## src/rtl/fetch_buffer_if.sv

```systemverilog
// Bundle of the fetch_buffer data-path signals: redirect input, instruction-memory
// req/ack bus and the valid/ready queue output towards decode.
interface fetch_buffer_if #(
   parameter int XLEN = 32
);
   logic            redirect;
   logic [XLEN-1:0] redirect_pc;
   logic            imem_req;
   logic [XLEN-1:0] imem_addr;
   logic            imem_ack;
   logic [XLEN-1:0] imem_data;
   logic            out_valid;
   logic            out_ready;
   logic [XLEN-1:0] PC_out;
   logic [XLEN-1:0] IR_out;

   // master: the fetch buffer itself
   modport master (
      input  redirect, redirect_pc, imem_ack, imem_data, out_ready,
      output imem_req, imem_addr, out_valid, PC_out, IR_out
   );

   // slave: the surrounding memory, ALU and decode
   modport slave (
      output redirect, redirect_pc, imem_ack, imem_data, out_ready,
      input  imem_req, imem_addr, out_valid, PC_out, IR_out
   );
endinterface

```

## src/rtl/fetch_buffer.sv

```systemverilog
// Sequential-PC instruction fetcher with a DEPTH-entry {PC, IR} queue towards decode.
// A redirect flushes the queue and restarts fetch, dropping any in-flight response.
module fetch_buffer #(
   parameter int              XLEN     = 32,
   parameter int              DEPTH    = 4,
   parameter logic [XLEN-1:0] RESET_PC = '0
) (
   input logic              clk,
   input logic              rst,
   fetch_buffer_if.master   bus
);
   localparam int AW = $clog2(DEPTH);
   localparam int CW = AW + 1;
   localparam logic [CW-1:0] FULL = CW'(DEPTH);

   typedef enum logic [1:0] {S_IDLE, S_WAIT, S_DISCARD} state_t;

   state_t          state_q;
   logic [XLEN-1:0] fetch_pc_q;
   logic [XLEN-1:0] addr_q;
   logic            req_q;
   logic [AW-1:0]   rd_ptr_q;
   logic [AW-1:0]   wr_ptr_q;
   logic [CW-1:0]   count_q;
   logic [CW-1:0]   count_d;
   logic [XLEN-1:0] pc_mem_q [DEPTH];
   logic [XLEN-1:0] ir_mem_q [DEPTH];

   logic            push;
   logic            pop;
   logic [XLEN-1:0] target_pc;
   logic [XLEN-1:0] fetch_pc_inc;

   // Only a response to a live request is queued; acks while idle are ignored.
   assign push         = (state_q == S_WAIT) && bus.imem_ack && !bus.redirect;
   assign pop          = (count_q != '0) && bus.out_ready && !bus.redirect;
   assign count_d      = count_q + CW'(push) - CW'(pop);
   assign target_pc    = bus.redirect_pc & ~XLEN'(3);
   assign fetch_pc_inc = fetch_pc_q + XLEN'(4);

   always_ff @(posedge clk or posedge rst) begin
      if (rst) begin
         state_q    <= S_IDLE;
         fetch_pc_q <= RESET_PC;
         addr_q     <= '0;
         req_q      <= 1'b0;
         rd_ptr_q   <= '0;
         wr_ptr_q   <= '0;
         count_q    <= '0;
      end else if (bus.redirect) begin
         count_q    <= '0;
         rd_ptr_q   <= '0;
         wr_ptr_q   <= '0;
         fetch_pc_q <= target_pc;
         // An unanswered request must stay on the bus until its ack, then be dropped.
         if ((state_q != S_IDLE) && !bus.imem_ack) begin
            state_q <= S_DISCARD;
         end else begin
            state_q <= S_WAIT;
            req_q   <= 1'b1;
            addr_q  <= target_pc;
         end
      end else begin
         count_q <= count_d;
         if (push) wr_ptr_q <= wr_ptr_q + AW'(1);
         if (pop)  rd_ptr_q <= rd_ptr_q + AW'(1);
         unique case (state_q)
            S_IDLE: begin
               if (count_q < FULL) begin
                  state_q <= S_WAIT;
                  req_q   <= 1'b1;
                  addr_q  <= fetch_pc_q;
               end
            end
            S_WAIT: begin
               if (bus.imem_ack) begin
                  fetch_pc_q <= fetch_pc_inc;
                  // With one outstanding, count_d < FULL guarantees a slot for the next response.
                  if (count_d < FULL) begin
                     addr_q <= fetch_pc_inc;
                  end else begin
                     req_q   <= 1'b0;
                     state_q <= S_IDLE;
                  end
               end
            end
            S_DISCARD: begin
               if (bus.imem_ack) begin
                  state_q <= S_WAIT;
                  addr_q  <= fetch_pc_q;
               end
            end
            default: begin
               state_q <= S_IDLE;
               req_q   <= 1'b0;
            end
         endcase
      end
   end

   always_ff @(posedge clk or posedge rst) begin
      if (rst) begin
         for (int i = 0; i < DEPTH; i++) begin
            pc_mem_q[i] <= '0;
            ir_mem_q[i] <= '0;
         end
      end else if (push) begin
         pc_mem_q[wr_ptr_q] <= addr_q;
         ir_mem_q[wr_ptr_q] <= bus.imem_data;
      end
   end

   assign bus.imem_req  = req_q;
   assign bus.imem_addr = addr_q;
   assign bus.out_valid = (count_q != '0);
   assign bus.PC_out    = pc_mem_q[rd_ptr_q];
   assign bus.IR_out    = ir_mem_q[rd_ptr_q];
endmodule

```

## src/flat_wrapper.sv

```systemverilog
// flat-port wrapper written by rule: the top's interface ports become plain ports
module fetch_buffer_flat 
#(
   parameter int              XLEN     = 32,
   parameter int              DEPTH    = 4,
   parameter logic [XLEN-1:0] RESET_PC = '0
)
  (clk, rst, bus_redirect, bus_redirect_pc, bus_imem_ack, bus_imem_data, bus_out_ready, bus_imem_req, bus_imem_addr, bus_out_valid, bus_PC_out, bus_IR_out);
  fetch_buffer_if #(.XLEN(XLEN)) bus_i ();
  input logic clk;
  input logic rst;
  input wire logic [$bits(bus_i.redirect)-1:0] bus_redirect;
  input wire logic [$bits(bus_i.redirect_pc)-1:0] bus_redirect_pc;
  input wire logic [$bits(bus_i.imem_ack)-1:0] bus_imem_ack;
  input wire logic [$bits(bus_i.imem_data)-1:0] bus_imem_data;
  input wire logic [$bits(bus_i.out_ready)-1:0] bus_out_ready;
  output wire logic [$bits(bus_i.imem_req)-1:0] bus_imem_req;
  output wire logic [$bits(bus_i.imem_addr)-1:0] bus_imem_addr;
  output wire logic [$bits(bus_i.out_valid)-1:0] bus_out_valid;
  output wire logic [$bits(bus_i.PC_out)-1:0] bus_PC_out;
  output wire logic [$bits(bus_i.IR_out)-1:0] bus_IR_out;
  assign bus_i.redirect = bus_redirect;
  assign bus_i.redirect_pc = bus_redirect_pc;
  assign bus_i.imem_ack = bus_imem_ack;
  assign bus_i.imem_data = bus_imem_data;
  assign bus_i.out_ready = bus_out_ready;
  assign bus_imem_req = bus_i.imem_req;
  assign bus_imem_addr = bus_i.imem_addr;
  assign bus_out_valid = bus_i.out_valid;
  assign bus_PC_out = bus_i.PC_out;
  assign bus_IR_out = bus_i.IR_out;
  fetch_buffer #(.XLEN(XLEN), .DEPTH(DEPTH), .RESET_PC(RESET_PC)) u_core (.clk(clk), .rst(rst), .bus(bus_i));
endmodule
```

## config.mk

```make
export PLATFORM = sky130hd
export DESIGN_NAME = fetch_buffer_flat
export DESIGN_NICKNAME = d
export VERILOG_FILES = /design/src/rtl/fetch_buffer_if.sv /design/src/rtl/fetch_buffer.sv /design/src/flat_wrapper.sv
export SDC_FILE = /design/constraint.sdc
export NUM_CORES = 1
export LEC_CHECK = 0
export CORE_ASPECT_RATIO = 0.6
export CORE_MARGIN = 2
export CORE_UTILIZATION = 51
export DETAILED_ROUTE_END_ITERATION = 7
export GPL_TIMING_DRIVEN = 0
export HOLD_SLACK_MARGIN = 0.08
export PLACE_DENSITY = 0.81
export REMOVE_ABC_BUFFERS = 1
export SLEW_MARGIN = 10
export SYNTH_ARGS = -nofsm -noshare
export SYNTH_HDL_FRONTEND = slang
export SYNTH_SLANG_ARGS = --single-unit
```

## constraint.sdc

```tcl
create_clock -name clk -period 10.28 [get_ports clk]
set_clock_uncertainty 0.15 [all_clocks]
set_input_delay 2.056 -clock clk [delete_from_list [all_inputs] [get_ports clk]]
set_output_delay 2.056 -clock clk [all_outputs]
set_load 0.005 [all_outputs]
```

==> results.md <==
- Seq/Total Area, Yosys: 53.1%
- Area Overhead vs Synth: 20.4%
- Cells after DPL: 1,588
- Worst R2R Start: u_core.state_q[1]
- CP Class: primary input to flip-flop
- Inserted Clock Buffers: 30
- Total power: 4.99 mW
- Final worst path period share: a little under three fifths
- Synth top area share: 53.1%
- Fmax: between 0.15 and 0.2 GHz
- Top Family by Delay on Critical Path: compound AO/OA/AOI/OAI gates
- Clock root buffer: clkbuf_16
- Die X: approximately 230 um
- Postcts setup bufs: 0
- Pwr/cell area: approximately 270 nW/um^2
- Initial core utilization: between 50% and 60%
- Max Cap Violations: 0
- Slowest stage delay, CP: about 0.97 ns
- Leakage: 8.01 nW
- Number of global-route vias before repair: 9,906
- Die area: 31,300 sq um
- Final net count: 1,300
- Row count: 48
- IO Pins: 167
- Cell breakdown of the critical path: clkdlybuf4s50_1 -> nand2_1 -> clkinv_1 -> ha_1 -> inv_1 -> fa_1 -> xor2_1 -> xnor2_1 -> o21a_1 -> nand2_1 -> o211ai_1
- Yosys reg bits: roughly 320
- Filler cell count: 2,231
- Hold_buf cts: 0
- Crit Path Max Fanout: 22
- Clk buf depth: 3
- TritonCTS clock tree: done
- Status: finished, final reports clean
- Post-DP HPWL: 22,900 um
- Relative slew slack: 20.3%
- Clock Sinks: ~320
- Grt ovf: 0
- IO buf count: between 150 and 200
- Post-CTS resize count: 0
- Total track usage: 23.6%
- Hold Startpoint: u_core.pc_mem_q[74]
- Fin. Hold Viols: 0
- Synthesis Warnings: 0
- Critical Path AT: 6.12 ns
- Post-Layout Cell Count: 1,646
- Core Region: about 29,000 sq um
- Yosys cell types: 60
- Setup violations, final: 0
- Mean Syn Cell Area: 14.0 sq um
- Post-synth top area cell: dfrtp_1
- Hold crit path type: flip-flop to flip-flop
- Worst-Skew Late Latency: around 0.57 ns
- Antenna-violating nets left: 0
- Crit start category: primary input
- Pre-antenna DRT Iters: 5
- Top FF cell, synth: dfrtp_1
- Unrepaired setup endpoints after global routing: no
- DRC Markers: 0
- Clock Pin Slew Worst Setup and Hold Paths: 0.06 ns
- Worst Max-Slew Pin Slew: 1.20 ns
- Largest net degree at the start of global routing: 117
- Number of synthesized flops with an enable pin: 0
- Slowest CP cell: o21a_1
- DR WL/cell: around 22 um
- Ys async rst share: 100%
- Vias per cell: roughly 6
- WP buf/inv: 3
- Mapped Area: 15,200 sq um
- WP data required: approximately 11 ns
- Post-Syn Instances: 1,089
- First-pass GRT wire length: 56,900 um
- Setup crit start: bus_imem_ack
- Crit path top cell by count: nand2_1
- Via count: 9,629
- Ranking of synthesized cells by area: dfrtp_1 (53%), mux2_2 (20%), mux4_2 (9.3%)
- Setup crit end kind: flip-flop
- Initial drt markers: 814
- Min Tclk post-route: 5.79 ns
- Die Span Y: 138 um
- FF/Latch Area: 8090 sq um
- GP Congestion: 0.896
- Share of cells above drive strength 1: around a third
- Footprint of the multi-input gates: 6710 sq um
- Final wirelength: between 30,000 and 40,000 um
- Max H-tree Level: 1
- Maximum VDD drop: slightly above 0.0002 V
- Slew Limit Fails: 0
- Antenna violations before repair: 3
==> per-stage QoR <==
step           utilization (%)  setup slack (ns)  area (sq um)  TNS (ns)  hold WS (ns)
5_1_grt                   63.0              4.29         18300         0         0.361
3_3_place_gp              58.3             -4.64         17000  -1490.37         0.331
3_5_place_dp              59.3              3.94         17200         0         0.339
2_1_floorplan                -            -0.867         14800   -280.15         0.323
4_1_cts                   63.0              4.52         18300         0         0.354
6_report                  63.0              4.49         18300         0         0.350
==> flip-flops by register name, summed over array words and instances, names as in the netlist <==
| register | count |
|---|---|
| u_core.pc_mem_q | 124 |
| u_core.state_q | 2 |
| u_core.fetch_pc_q | 30 |
| u_core.bus.imem_addr | 31 |
| u_core.ir_mem_q | 128 |
| u_core.rd_ptr_q | 2 |
| u_core.bus.imem_req | 1 |
| u_core.count_q | 3 |
| u_core.wr_ptr_q | 2 |
==> synth_stat cells, types with 2 or more instances <==
| cell type | count |
|---|---|
| nor4_1 | 9 |
| a41oi_1 | 2 |
| mux4_2 | 63 |
| o311ai_0 | 4 |
| a21boi_0 | 8 |
| and4_1 | 5 |
| buf_1 | 8 |
| o31a_1 | 3 |
| buf_4 | 9 |
| buf_2 | 35 |
| nand2_1 | 53 |
| nor2b_1 | 3 |
| a221oi_1 | 3 |
| or3_1 | 2 |
| inv_1 | 13 |
| nand4_1 | 18 |
| nor2_1 | 31 |
| o31ai_1 | 2 |
| nor3b_1 | 2 |
| clkbuf_1 | 18 |
| o21ai_0 | 22 |
| dfrtp_1 | 323 |
| buf_6 | 5 |
| xnor2_1 | 33 |
| mux2i_1 | 16 |
| a31oi_1 | 5 |
| o21a_1 | 4 |
| ha_1 | 10 |
| a211oi_1 | 3 |
| xor2_1 | 17 |
| nand4b_1 | 2 |
| nand2b_1 | 9 |
| a21oi_1 | 15 |
| o211ai_1 | 2 |
| and3_1 | 3 |
| nand3_1 | 17 |
| a221o_1 | 3 |
| mux2_2 | 264 |
| and2_1 | 3 |
| nor3_1 | 21 |
| o32a_1 | 2 |
==> cell families (layout without fill, tap and decap cells) <==
family	count (synthesis)	in the layout	synth area share (%)
simple gates	185	185	6.23
buf+inv	91	246	3.01
compound gates	86	86	3.87
other cells	0	2	0
xor+xnor	50	50	2.88
flops	323	323	53.1
mux	343	343	29.9
fa+ha+maj	11	11	0.954
==> power breakdown <==
part	leakage (nW)	total [mW]	internal (mW)	switching [mW]
Clock	0.525	1.19	0.701	0.492
Combinational	3.33	1.76	1.10	0.657
Sequential	4.16	2.04	1.69	0.349
Total	8.01	4.99	3.50	1.50
==> final timing paths <==
path	slack, ns	to	cells past startpoint
setup / recovery	4.49	u_core.bus.imem_addr[16]	11
hold / removal	0.35	u_core.pc_mem_q[74]	1
hold reg to reg	0.35	u_core.pc_mem_q[74]	1
max in group asynchronous	6.98	u_core.pc_mem_q[114]	4
min in group asynchronous	1.72	u_core.ir_mem_q[8]	2
setup reg to reg	4.86	u_core.bus.imem_addr[16]	14
==> placed cells by master (no fill, tap or decap), types with 5 or more instances in the layout <==
cell / synthesis / final
nor3_1: 21 / 21
clkbuf_8: 0 / 7
and4_1: 5 / 5
inv_1: 13 / 12
nor2_1: 31 / 31
a21boi_0: 8 / 8
nand4_1: 18 / 18
buf_16: 0 / 5
clkinv_2: 0 / 8
nand2b_1: 9 / 9
buf_12: 0 / 5
xnor2_1: 33 / 33
a31oi_1: 5 / 5
xor2_1: 17 / 17
a21oi_1: 15 / 15
nor4_1: 9 / 9
mux4_2: 63 / 63
dfrtp_1: 323 / 321
clkbuf_16: 0 / 31
mux2i_1: 16 / 16
mux2_2: 264 / 264
nand2_1: 53 / 49
o21ai_0: 22 / 21
clkdlybuf4s50_1: 0 / 163
ha_1: 10 / 10
nand3_1: 17 / 17
==> per-layer routing <==
| layer | track usage [%] | routed length, um | vias to the layer above |
|---|---|---|---|
| li1 | - | - | 4287 |
| met1 | 34.1 | 16600 | 5041 |
| met2 | 36.3 | 16200 | 260 |
| met3 | 6.18 | 2470 | 41 |
| met4 | 4.90 | 577 | 0 |
| met5 | 0 | 0 | - |
==> cell type report <==
class                      count  share of cell area (%)
multi-input combinational    675                    36.6
antenna                        2                  0.0273
inverter                      15                   0.348
clock buffer                  42                    4.84
timing repair buffer         175                    10.3
clock inverter                14                   0.956
sequential                   323                    44.2
tap                          400                    2.73
(Power assumes the default switching activity.)
